### src/rtl/peripheral_pwm_multi.sv
// Bus-mapped multi-channel PWM: one shared period counter, per-channel duty and polarity,
// shadowed period/duty committed atomically at the period boundary, sticky wrap interrupt.
module peripheral_pwm_multi #(
    parameter int N_CH  = 4,
    parameter int CNT_W = 16
) (
    input  logic            clk,
    input  logic            rst,
    input  logic [31:0]     d_in,
    input  logic            cs,
    input  logic [4:0]      addr,
    input  logic            rd,
    input  logic            wr,
    output logic [31:0]     d_out,
    output logic [N_CH-1:0] pwmout,
    output logic            irq
);

    localparam logic [4:0] AddrCtrl   = 5'h00;
    localparam logic [4:0] AddrPeriod = 5'h02;
    localparam logic [4:0] AddrStatus = 5'h04;
    localparam logic [4:0] AddrCount  = 5'h06;
    localparam logic [4:0] AddrDuty0  = 5'h10;

    logic             run_q, run_d;
    logic             irq_en_q, irq_en_d;
    logic [N_CH-1:0]  en_q, en_d;
    logic [N_CH-1:0]  inv_q, inv_d;
    logic [N_CH-1:0]  pwm_q, pwm_d;
    logic [CNT_W-1:0] period_sh_q, period_sh_d;
    logic [CNT_W-1:0] period_act_q, period_act_d;
    logic [CNT_W-1:0] cnt_q, cnt_d;
    logic [CNT_W-1:0] duty_sh_q  [N_CH];
    logic [CNT_W-1:0] duty_sh_d  [N_CH];
    logic [CNT_W-1:0] duty_act_q [N_CH];
    logic [CNT_W-1:0] duty_act_d [N_CH];
    logic             wrap_q, wrap_d;
    logic [31:0]      d_out_q, d_out_d;
    logic             bus_wr, bus_rd, at_wrap;
    logic             unused_d_in;

    assign bus_wr      = cs & wr;
    assign bus_rd      = cs & rd;
    assign at_wrap     = run_q && (cnt_q == period_act_q);
    assign unused_d_in = ^d_in;

    // Read mux samples pre-write register values, so a read+write returns the old value.
    always_comb begin : read_mux
        d_out_d = '0;
        if (bus_rd) begin
            case (addr)
                AddrCtrl: begin
                    d_out_d[0]           = run_q;
                    d_out_d[1]           = irq_en_q;
                    d_out_d[8 +: N_CH]   = en_q;
                    d_out_d[16 +: N_CH]  = inv_q;
                end
                AddrPeriod: d_out_d    = 32'(period_sh_q);
                AddrStatus: d_out_d[0] = wrap_q;
                AddrCount:  d_out_d    = 32'(cnt_q);
                default: begin
                    for (int i = 0; i < N_CH; i++) begin
                        if (addr == AddrDuty0 + 5'(2 * i)) d_out_d = 32'(duty_sh_q[i]);
                    end
                end
            endcase
        end
    end

    always_comb begin : reg_write
        run_d       = run_q;
        irq_en_d    = irq_en_q;
        en_d        = en_q;
        inv_d       = inv_q;
        period_sh_d = period_sh_q;
        duty_sh_d   = duty_sh_q;
        if (bus_wr) begin
            case (addr)
                AddrCtrl: begin
                    run_d    = d_in[0];
                    irq_en_d = d_in[1];
                    en_d     = d_in[8 +: N_CH];
                    inv_d    = d_in[16 +: N_CH];
                end
                AddrPeriod: period_sh_d = d_in[CNT_W-1:0];
                default: begin
                    for (int i = 0; i < N_CH; i++) begin
                        if (addr == AddrDuty0 + 5'(2 * i)) duty_sh_d[i] = d_in[CNT_W-1:0];
                    end
                end
            endcase
        end
    end

    // While stopped the actives track the shadows, so a restart begins with current shadows.
    always_comb begin : count_next
        cnt_d        = cnt_q;
        period_act_d = period_act_q;
        duty_act_d   = duty_act_q;
        if (!run_q || at_wrap) begin
            cnt_d        = '0;
            period_act_d = period_sh_q;
            duty_act_d   = duty_sh_q;
        end else begin
            cnt_d = cnt_q + CNT_W'(1);
        end
    end

    always_comb begin : status_next
        wrap_d = wrap_q;
        if (bus_wr && (addr == AddrStatus) && d_in[0]) wrap_d = 1'b0;
        if (at_wrap) wrap_d = 1'b1;
    end

    always_comb begin : pwm_next
        pwm_d = '0;
        for (int i = 0; i < N_CH; i++) begin
            pwm_d[i] = (run_q & en_q[i] & (cnt_q < duty_act_q[i])) ^ inv_q[i];
        end
    end

    always_ff @(posedge clk) begin
        if (rst) begin
            run_q        <= 1'b0;
            irq_en_q     <= 1'b0;
            en_q         <= '0;
            inv_q        <= '0;
            pwm_q        <= '0;
            period_sh_q  <= '0;
            period_act_q <= '0;
            cnt_q        <= '0;
            wrap_q       <= 1'b0;
            d_out_q      <= '0;
            for (int i = 0; i < N_CH; i++) begin
                duty_sh_q[i]  <= '0;
                duty_act_q[i] <= '0;
            end
        end else begin
            run_q        <= run_d;
            irq_en_q     <= irq_en_d;
            en_q         <= en_d;
            inv_q        <= inv_d;
            pwm_q        <= pwm_d;
            period_sh_q  <= period_sh_d;
            period_act_q <= period_act_d;
            cnt_q        <= cnt_d;
            wrap_q       <= wrap_d;
            d_out_q      <= d_out_d;
            for (int i = 0; i < N_CH; i++) begin
                duty_sh_q[i]  <= duty_sh_d[i];
                duty_act_q[i] <= duty_act_d[i];
            end
        end
    end

    assign d_out  = d_out_q;
    assign pwmout = pwm_q;
    assign irq    = wrap_q & irq_en_q;

endmodule

### config.mk
export PLATFORM = sky130hd
export DESIGN_NAME = peripheral_pwm_multi
export DESIGN_NICKNAME = d
export VERILOG_FILES = /design/src/rtl/peripheral_pwm_multi.sv
export SDC_FILE = /design/constraint.sdc
export NUM_CORES = 1
export LEC_CHECK = 0
export BUFFER_PORTS_ARGS = -buffer_cell sky130_fd_sc_hd__buf_2
export CORE_MARGIN = 5
export CORE_UTILIZATION = 45
export CTS_BUF_LIST = sky130_fd_sc_hd__clkbuf_8
export DETAILED_ROUTE_END_ITERATION = 6
export PLACE_DENSITY = 0.69
export REMOVE_ABC_BUFFERS = 1
export SYNTH_ARGS = -nofsm -noshare
export SYNTH_HDL_FRONTEND = slang
export SYNTH_SLANG_ARGS = --single-unit
### constraint.sdc
create_clock -name clk -period 2.6 [get_ports clk]
set_input_delay 0.52 -clock clk [delete_from_list [all_inputs] [get_ports clk]]
set_output_delay 0.52 -clock clk [all_outputs]
set_load 0.01 [all_outputs]
**Word level (Yosys, flattened, before mapping)**

Index checks and enable logic that the tools add are counted.

- $add $sub $neg: 1
- Order comparisons: 4
- Equality and inequality tests: 8
- Multiplexer cells: 12
- Bitwise logic cells: 17
- Reduce and logical (&&, ||, !) cells: 19

Operators by type and width:

| operator | number |
|---|---|
| 16-bit less-than comparator | 4 |
| 20-bit two-way mux | 2 |
| 16-bit two-way mux | 2 |
| 5-bit equality test, second input constant | 4 |
| 6-bit one-hot mux with 3 select lines | 1 |
| 16-bit by 1-bit adder with 16-bit output, second input constant | 1 |
| 16-bit equality test | 1 |
| 4-bit one-hot mux with 4 select lines | 1 |
| 4-bit one-hot mux with 3 select lines | 1 |
| 3-bit AND reduction | 4 |
| 1-bit AND | 11 |
| 5-bit by 3-bit equality test with 1-bit output, second input constant | 2 |
| 9-bit OR reduction | 1 |
| 1-bit one-hot mux with 4 select lines | 2 |
| 4-bit one-hot mux with 2 select lines | 1 |
| 2-bit OR reduction | 4 |
| 5-bit by 2-bit equality test with 1-bit output, second input constant | 1 |
| 5-bit zero test | 1 |
| 2-bit AND reduction | 2 |
| 1-bit bitwise XOR | 4 |
| 1-bit logical AND | 3 |
| 3-bit OR reduction | 1 |
| 1-bit two-way mux | 2 |
| 1-bit NOT | 2 |
| 3 further kinds | 3 |

- Register bits: 223
- Input bits: 42
- Word-level logic and storage cells: 80

**Logic depth before layout (Yosys ltp)**

Gate-level depths: netlist (run 1).

- Word-level depth: 6
- Gate-level depth with buffers: 8
- Gate-level depth less buffers: 7

**Worst setup path before layout (run 1)**

Ideal clock, no wire load.

- Path type: input-to-reg
- Start point: input port addr[1]
- End point: register duty_sh_q[16] (netlist name)
- Setup time: 0.132 ns
- Arrival: 1.899 ns
- Required time: 2.468 ns
- Slack: 0.568 ns
- Stages: 8
- Buffers on the path: 4
- Cell sequence: buf_2 > or3_1 > buf_2 > or2_2 > clkbuf_1 > buf_2 > nand2_1 > a21oi_1

- Cells in the longest elaborated chain, start to end: 4

RTL lines:

| what | line | text |
|---|---|---|
| start, declared | 11 | `input logic [4:0] addr,` |
| 5-bit by 2-bit equality test with 1-bit output or 5-bit zero test (tied branches) | 78 | `case (addr)` |
| 2-bit OR reduction (no line) | - |  |
| 1-bit NOT (no line) | - |  |
| 3-bit AND reduction (no line) * | - |  |
| end signal, assigned by index | 150 | `duty_sh_q[i] <= duty_sh_d[i];` |
| end, declared | 33 | `logic [CNT_W-1:0] duty_sh_q [N_CH];` |

Every way passes the cells marked *; elsewhere a longest branch is shown, timed or not.
A chain may end at the register's enable or synchronous reset.

**Worst setup path in the final report (run 1)**

- Start point: register cnt_q[6]
- End point: register duty_act_q[12] (netlist name)

- Cells in the longest elaborated chain, start to end: 3

RTL lines:

| what | line | text |
|---|---|---|
| start, declared | 32 | `logic [CNT_W-1:0] cnt_q, cnt_d;` |
| start signal, assigned | 146 | `cnt_q <= cnt_d;` |
| 16-bit equality test | 44 | `assign at_wrap = run_q && (cnt_q == period_act_q);` |
| 1-bit logical AND | 44 |  |
| 1-bit logical OR | 100 | `if (!run_q \|\| at_wrap) begin` |
| end signal, assigned by index | 151 | `duty_act_q[i] <= duty_act_d[i];` |
| end, declared | 35 | `logic [CNT_W-1:0] duty_act_q [N_CH];` |

No other way between the ends.

==> results.toml, run 1 <==
[synthesis]
synth_cells = 1173
synth_ff_type = "dfxtp_1"
ys_seq_area_frac = 0.424
syn_area_per_cell_sq_um = 8.50
ys_seq_elements = 211
synth_edf_count = 0
synth_area_sq_mm = 0.00997
synth_warnings = 0
synth-async-reset-ratio = 0
synth_top_cell_by_area = "dfxtp_1"
ys_types = 49
synth_top_area_frac = 0.424
yosys-top-cells-area = "dfxtp_1 (42%), mux2i_1 (9.8%), nand2_1 (7.8%), ha_1 (7.7%), a21oi_1 (6.6%)"

[detailed_routing]
postRouteWirelength_mm = 27.6
drt_iter0_markers = 708
drc_errors = 0
dr.pass1.iters = 6
antenna_left = 0
post_drt_wl_per_cell_um = 17.7
routed_via_density = 5.39
dr_total_vias = 8388

[worst_setup_path]
crit_family = "flip-flops"
worstPathRequired_ps = 2980
max_stage_delay_ps = 590
worst-setup-path-type = "register to register"
arrival_ps = 2740
r2r_slack_ps = 240
timing.rr.end = "duty_act_q[12]"
path_max_fanout = 47
crit_path_end_kind = "register"
cp_slowest_cell = "dfxtp_1"
crit_end = "duty_act_q[12]"
reg2regPathDepth = 6
worst-path-buf-inv = 1
crit_chain = "xnor2_1 > nand4_1 > o41ai_2 > buf_12 > mux2i_1 > nor2_1"
crit_cells = 6
startpoint_type = "register"
startpoint = "cnt_q[6]"
rr_startpoint = "cnt_q[6]"

[floorplanning]
core-area_sq_mm = 0.0218
rows = 54
die_area_sq_mm = 0.0252
initial_core_util = 0.457
die_w_um = 159
num_io_pins = 79
die_h_um = 159

[timing]
finClkSkew_ps = 20.6
relSlewSlack = 0.459
hold_viol = 0
fin_crit_sh = 0.908
rsz0062_at_grt = "no"
max_freq_mhz = 424
finalSetupViolCount = 0
tightest_slew_ps = 791
drv_slew = 0
layout_min_cycle_time_ps = 2360

[clock_network]
cts_made_buffers = 38
clkTransAtPathRegs_ps = 60
cts_tree = "yes"
h-tree-depth = 2
clk_path_buf_depth = 3
cts_root_buffer = "clkbuf_8"
postCtsSetupRepairBufs = 0
cts-resized-gates = 0
clock-sinks = 211
holdBufCountCts = 0
clk_latency_ps = 520

[finish]
finish.utilization = 0.524
final_layout_size_suffix_gt1_frac = 0.138
diodes = 0
nets = 1352
area_delta_synth_final_pct = 14.8
fin_area_sq_mm = 0.0114

[power]
leakagePower_nw = 4.96
vdd_ir_drop_max_uv = 220
powerDensity_mw_per_mm2 = 577

[global_route]
grt-ovfl-total = 0
grt_pass1_wl_mm = 43.8
antenna_found_initial = 1
grtUsageTotal = 0.212
grt_max_degree = 120
grt_pass1_vias = 7998

[worst_hold_path]
min_path_type = "input pin to register"

[place]
gp_congestion = 0.863
hpwl_mm = 19.4
io_buffer_count = 54
place_area_sq_mm = 0.0107

[job]
max_cap_viol_count = 0

[status]
status = "complete, no violations"
## metal layers
layer  track usage  vias up  wire length, um
met5             0        -                0
met2         0.328      304            12300
li1              -     4112                -
met1         0.290     3907            12200
met4        0.0763        0              888
met3        0.0464       65             2130
## placed cells by master (no fill, tap or decap), drive strengths merged, types with 4 or more instances in the layout
master	count
nand2b	6
nand4	9
nand2	206
and2	5
a2111oi	7
mux2i	98
a222oi	10
nor3	18
clkbuf	48
dfxtp	211
and3	6
nand3	25
nand3b	4
nor2b	5
xnor2	19
ha	61
or3	4
nor2	122
a22oi	9
xor2	11
o211ai	5
buf	105
inv	79
o21ai	15
conb	12
a21oi	131
mux2	5
a41oi	4
nor4	7
and4	5
clkinv	4
## tightest hold or removal path, stage by stage
cell and delay [ps]:
buf_2 100, nand3_1 60, a21oi_1 50
## cell usage after synthesis (2+ instances only)
cell and count:
nand3_1 25, nor2b_1 5, a221oi_1 2, inv_1 67, a222oi_1 10, nand2_1 206, o21ai_0 15, clkbuf_1 38
nor3_2 2, xnor2_1 19, nor4_1 6, a22oi_1 9, nand2b_1 5, buf_4 12, dfxtp_1 211, xor2_1 11
and3_1 6, o2bb2ai_1 2, a21oi_1 131, a41oi_1 4, or3_1 4, mux2_2 5, and2_1 5, a211oi_1 2
ha_1 61, o2111ai_1 2, buf_1 4, or2_2 2, mux2i_1 98, and4_1 5, nand3b_1 4, buf_2 17
a2111oi_0 7, nor2_1 121, buf_6 9, o211ai_1 5, nand4_1 9, o31ai_1 2, nor3_1 15
## registers in the layout, indices dropped and copies added (netlist names)
name and cells:
irq_en_q 1, pwmout 4, run_q 1, en_q 4, duty_act_q 64, wrap_q 1, duty_sh_q 64, cnt_q 16
period_sh_q 16, period_act_q 16, inv_q 4, d_out 20
## worst min path at each step
| stage | from | end | slack [ps] | cells past startpoint |
|---|---|---|---|---|
| 4_1_cts | d_in[19] | inv_q[3] | 220 | 3 |
| 3_3_place_gp | duty_sh_q[20] | duty_sh_q[20] | 450 | 2 |
| 6_report | d_in[19] | inv_q[3] | 250 | 3 |
| 3_5_place_dp | duty_sh_q[4] | duty_sh_q[4] | 460 | 2 |
| 2_1_floorplan | irq_en_q | irq_en_q | 440 | 2 |
| 5_1_grt | d_in[17] | inv_q[1] | 240 | 3 |
## area by class of cell
cell class,instances,area (sq um)
fill,2023,10400
multi-input combinational,826,5120
sequential,211,4220
timing repair buffer,105,722
clock buffer,48,661
tap,280,350
inverter,67,251
clock inverter,18,103
## cells by family after synthesis
family	Yosys count	synth area share
other	1	0.000376
XOR/XNOR	30	0.0264
adder cells (fa/ha/maj)	61	0.0766
multiplexers	103	0.104
AND/OR/NAND/NOR	426	0.186
AO/OA/AOI/OAI	194	0.114
buffers and inverters	147	0.0688
flip-flops	211	0.424
## metrics by stage
step	hold slack (ps)	worst slack, ps	TNS, ps	cells	power (mW)
final	250	240	0	1555	6.59
after global routing	241	48.3	0	1555	6.83
after CTS	222	273	0	1555	6.65
after detailed placement	464	283	0	1489	3.55
after global placement	455	327	0	1489	3.55
after floorplan	438	-10600	-847990	1104	3.39
## report_power, final
part	internal [mW]	switching, mW
clock	1.75	1.35
combinational	0.0661	0.172
sequential	3.24	0.00652
total	5.06	1.53
Power figures use the tool's default switching activity.
==> inputs of run 2 (changes only) <==
--- a/config.mk
+++ b/config.mk
@@ -10,7 +10,7 @@
 export CORE_UTILIZATION = 45
 export CTS_BUF_LIST = sky130_fd_sc_hd__clkbuf_8
 export DETAILED_ROUTE_END_ITERATION = 6
-export PLACE_DENSITY = 0.69
+export PLACE_DENSITY = 0.74
 export REMOVE_ABC_BUFFERS = 1
 export SYNTH_ARGS = -nofsm -noshare
 export SYNTH_HDL_FRONTEND = slang
==> constraint.sdc (replaced) <==
create_clock -name clk -period 2.55 [get_ports clk]
set_input_delay 0.51 -clock clk [delete_from_list [all_inputs] [get_ports clk]]
set_output_delay 0.51 -clock clk [all_outputs]
set_load 0.01 [all_outputs]
==> results.toml, run 2 (synthesis results as in run 1) <==
[worst_setup_path]
crit_path_end_kind = "register"
crit_end = "duty_act_q[32]"
path_max_fanout = 19
max_stage_delay_ps = 600
rr_startpoint = "cnt_q[6]"
reg2regPathDepth = 7
timing.rr.end = "duty_act_q[32]"
cp_slowest_cell = "dfxtp_1"
worstPathRequired_ps = 2940
r2r_slack_ps = 160
arrival_ps = 2780
startpoint = "cnt_q[6]"
startpoint_type = "register"
crit_chain = "xnor2_1 > nand4_1 > o41ai_2 > buf_4 > buf_12 > mux2i_1 > nor2_1"
worst-setup-path-type = "register to register"

[timing]
rsz0062_at_grt = "no"
tns_ps = 0
max_freq_mhz = 418
layout_min_cycle_time_ps = 2390
finalSetupViolCount = 0
relSlewSlack = 0.570
hold_viol = 0
finClkSkew_ps = 8.20
drv_slew = 0
fin_crit_sh = 0.939
tightest_slew_ps = 645

[finish]
fin_area_sq_mm = 0.0114
diodes = 0
finish.utilization = 0.523
layout_commonest_cell = "dfxtp_1"
area_delta_synth_final_pct = 14.6
nets = 1356
final_cell_mix = "dfxtp_1 (211), nand2_1 (206), a21oi_1 (131)"
final_layout_size_suffix_gt1_frac = 0.137

[power]
clkPwrFrac = 0.455
power_mw = 6.53
p_seq_frac = 0.508
power.internal_mw = 5.04
leakagePower_nw = 4.96
p_sw_mw = 1.49
vdd_ir_drop_max_uv = 249
swShare = 0.228
powerDensity_mw_per_mm2 = 572
combPwrFrac = 0.037

[floorplanning]
die_area_sq_mm = 0.0252
die_h_um = 159
core-area_sq_mm = 0.0218
num_io_pins = 79
initial_core_util = 0.457
rows = 54
die_w_um = 159

[clock_network]
cts_root_buffer = "clkbuf_8"
cts-resized-gates = 0
clk_path_buf_depth = 3
postCtsSetupRepairBufs = 0
clk_latency_ps = 520
clkTransAtPathRegs_ps = 60
h-tree-depth = 2
clock-sinks = 211
cts_made_buffers = 36
cts_tree = "yes"
holdBufCountCts = 0

[detailed_routing]
post_drt_wl_per_cell_um = 18.1
postRouteWirelength_mm = 28.1
drc_errors = 0
drt_iter0_markers = 905
dr.pass1.iters = 6
antenna_left = 0
routed_via_density = 5.52
dr_total_vias = 8569

[place]
gp_congestion = 0.906
place_area_sq_mm = 0.0107
io_buffer_count = 54
hpwl_mm = 19.5

[global_route]
grt_pass1_wl_mm = 44.9
grt_pass1_vias = 8330
grtUsageTotal = 0.215
grt_max_degree = 97
grt-ovfl-total = 0
antenna_found_initial = 0

[status]
status = "complete, no violations"

[worst_hold_path]
min_path_type = "input pin to register"

[job]
max_cap_viol_count = 0
[run 2: cell types whose count changed in the layout (fill, tap and decap cells not counted), sizes merged]
| cell | before | now |
|---|---|---|
| buf | 105 | 111 |
| clkbuf | 48 | 45 |
| clkinv | 4 | 0 |
| clkinvlp | 1 | 0 |
| inv | 79 | 77 |
[run 2: layout make-up]
type / instances / area [sq um]
Clock buffer: 45 / 619
Clock inverter: 11 / 67.6
Fill cell: 2020 / 10400
Inverter: 67 / 251
Multi-Input combinational cell: 826 / 5120
Sequential cell: 211 / 4220
Tap cell: 280 / 350
Timing Repair Buffer: 111 / 779
[run 2: power by group through the flow]
stage,Combinational [mW],Clock [mW],Sequential [mW]
final,0.243,2.97,3.31
after CTS,0.238,3.02,3.31
after floorplan,0.0732,0,3.38
after detailed placement,0.237,0,3.39
after global routing,0.258,3.18,3.31
after global placement,0.234,0,3.39
[run 2: routing by layer]
metal	wire length, um	global-route usage	vias up
met5	0	0	-
met2	12800	0.344	345
met1	12200	0.291	4052
met3	2270	0.0451	63
li1	-	-	4109
met4	805	0.0708	0
[run 2: worst min path at each step]
stage	cells past startpoint	from	to	slack, ps
5_1_grt	3	d_in[17]	inv_q[1]	240
2_1_floorplan	2	irq_en_q	irq_en_q	440
3_3_place_gp	2	duty_sh_q[26]	duty_sh_q[26]	450
4_1_cts	3	d_in[17]	inv_q[1]	240
6_report	3	d_in[16]	inv_q[0]	250
3_5_place_dp	2	duty_sh_q[27]	duty_sh_q[27]	460
[run 2: through the flow]
| stage | hold WS, ps | worst slack [ps] | instances |
|---|---|---|---|
| final | 252 | 155 | 1551 |
| after detailed placement | 459 | 201 | 1495 |
| after CTS | 239 | 125 | 1551 |
| after floorplan | 438 | -10650 | 1104 |
| after global routing | 243 | 8.77 | 1551 |
| after global placement | 452 | 226 | 1495 |
[run 2: critical path: cells and delay by family, from the launching register on]
family          cells  cell delay (ps)
flops               1              600
mux                 1              250
compound gates      1              570
xor+xnor            1              210
buf+inv             2              400
simple gates        2              230
==> inputs of run 3 (changes only) <==
==> constraint.sdc (replaced) <==
create_clock -name clk -period 2.6 [get_ports clk]
set_input_delay 0.52 -clock clk [delete_from_list [all_inputs] [get_ports clk]]
set_output_delay 0.52 -clock clk [all_outputs]
set_load 0.01 [all_outputs]
==> results.toml, run 3 (synthesis results as in run 1) <==
[finish]
nets = 1345
area_delta_synth_final_pct = 13.8
instances_no_fill = 1547
layout_commonest_cell = "dfxtp_1"
final_cell_mix = "dfxtp_1 (211), nand2_1 (206), a21oi_1 (131)"
multi_input_area_sq_mm = 0.00512
fillers = 2025
seq_area_sq_mm = 0.00422
diodes = 0
final_layout_size_suffix_gt1_frac = 0.133

[detailed_routing]
routed-wl-met2_mm = 12.4
dr_total_vias = 8464
postRouteWirelength_mm = 27.8
post_drt_wl_per_cell_um = 17.9
drc_errors = 0
wl_met1_mm = 12.2
dr.pass1.iters = 7
antenna_left = 0
top_layer = "met4"
wl_met3_mm = 2.30
routed_via_density = 5.47
drt_iter0_markers = 769

[timing]
rsz0062_at_grt = "no"
tightest_slew_ps = 592
finClkSkew_ps = 17.6
worst_slack_ps = 285
layout_min_cycle_time_ps = 2310
drv_slew = 0
relSlewSlack = 0.595
hold_viol = 0
timing.hold.ws_ps = 253
max_freq_mhz = 432
fin_crit_sh = 0.890
finalSetupViolCount = 0

[place]
pre_cts_slack_ps = 334
gp_congestion = 0.904
place_inst = 1484
io_buffer_count = 54
hpwl_mm = 18.8

[clock_network]
holdBufCountCts = 0
cts_tree = "yes"
clk_latency_ps = 530
cts_made_buffers = 36
clock-sinks = 211
clkTransAtPathRegs_ps = 60
cts-resized-gates = 0
cts_root_buffer = "clkbuf_8"
h-tree-depth = 2
postCtsSetupRepairBufs = 0
clk_path_buf_depth = 3

[worst_setup_path]
r2r_slack_ps = 290
startpoint_type = "register"
crit_path_end_kind = "register"
crit_end = "duty_act_q[37]"
startpoint = "cnt_q[6]"
arrival_ps = 2710
worstPathRequired_ps = 3000
reg2regPathDepth = 7
path_max_fanout = 19
timing.rr.end = "duty_act_q[37]"
worst-setup-path-type = "register to register"
rr_startpoint = "cnt_q[6]"

[floorplanning]
die_area_sq_mm = 0.0252
initial_core_util = 0.457
core-area_sq_mm = 0.0218
rows = 54
die_h_um = 159
num_io_pins = 79
die_w_um = 159

[job]
max_cap_viol_count = 0

[power]
leakagePower_nw = 4.92
powerDensity_mw_per_mm2 = 571
vdd_ir_drop_max_uv = 231

[global_route]
grt_pass1_wl_mm = 44.3
antenna_found_initial = 0
grt-ovfl-total = 0
grtUsageTotal = 0.215
grt_max_degree = 101
grt_pass1_vias = 8137

[worst_hold_path]
hold_depth = 3
min_path_type = "input pin to register"

[status]
status = "complete, no violations"
## run 3: critical path: stages, from the launching register on
cell     delay, ps
dfxtp_1        610
xnor2_1        180
nand4_1        150
o41ai_2        510
buf_4          230
buf_12         190
mux2i_1        220
nor2_1          60
## run 3: worst min-delay path by stage
| stage | startpoint | end | slack, ps |
|---|---|---|---|
| after floorplan | irq_en_q | irq_en_q | 440 |
| after global placement | duty_sh_q[26] | duty_sh_q[26] | 450 |
| after detailed placement | duty_sh_q[7] | duty_sh_q[7] | 460 |
| after CTS | d_in[16] | inv_q[0] | 240 |
| after global routing | d_in[17] | inv_q[1] | 250 |
| final | d_in[17] | inv_q[1] | 250 |
## run 3: final cells by class
type	count	share of cell area
sequential	211	0.372
tap	280	0.0309
clock inverter	15	0.00540
multi-input combinational	826	0.452
clock buffer	48	0.0582
inverter	67	0.0222
timing repair buffer	100	0.0592
## run 3: routing by layer
layer,GRT usage,up-vias
met5,0,-
li1,-,4099
met3,0.0472,67
met1,0.286,3965
met2,0.344,333
met4,0.0770,0
## run 3: power breakdown
| part | internal [mW] | total, mW | switching [mW] |
|---|---|---|---|
| Combinational | 0.0645 | 0.235 | 0.171 |
| Clock | 1.64 | 3.00 | 1.36 |
| Sequential | 3.24 | 3.25 | 0.00646 |
## run 3: metrics by stage
| step | cell area (sq um) | utilization | setup TNS, ps | power, mW |
|---|---|---|---|---|
| 6_report | 11300 | 0.520 | 0 | 6.48 |
| 5_1_grt | 11300 | 0.520 | 0 | 6.69 |
| 4_1_cts | 11300 | 0.520 | 0 | 6.51 |
| 3_5_place_dp | 10600 | 0.487 | 0 | 3.55 |
| 3_3_place_gp | 10600 | 0.487 | 0 | 3.55 |
| 2_1_floorplan | 9570 | - | -847990 | 3.39 |
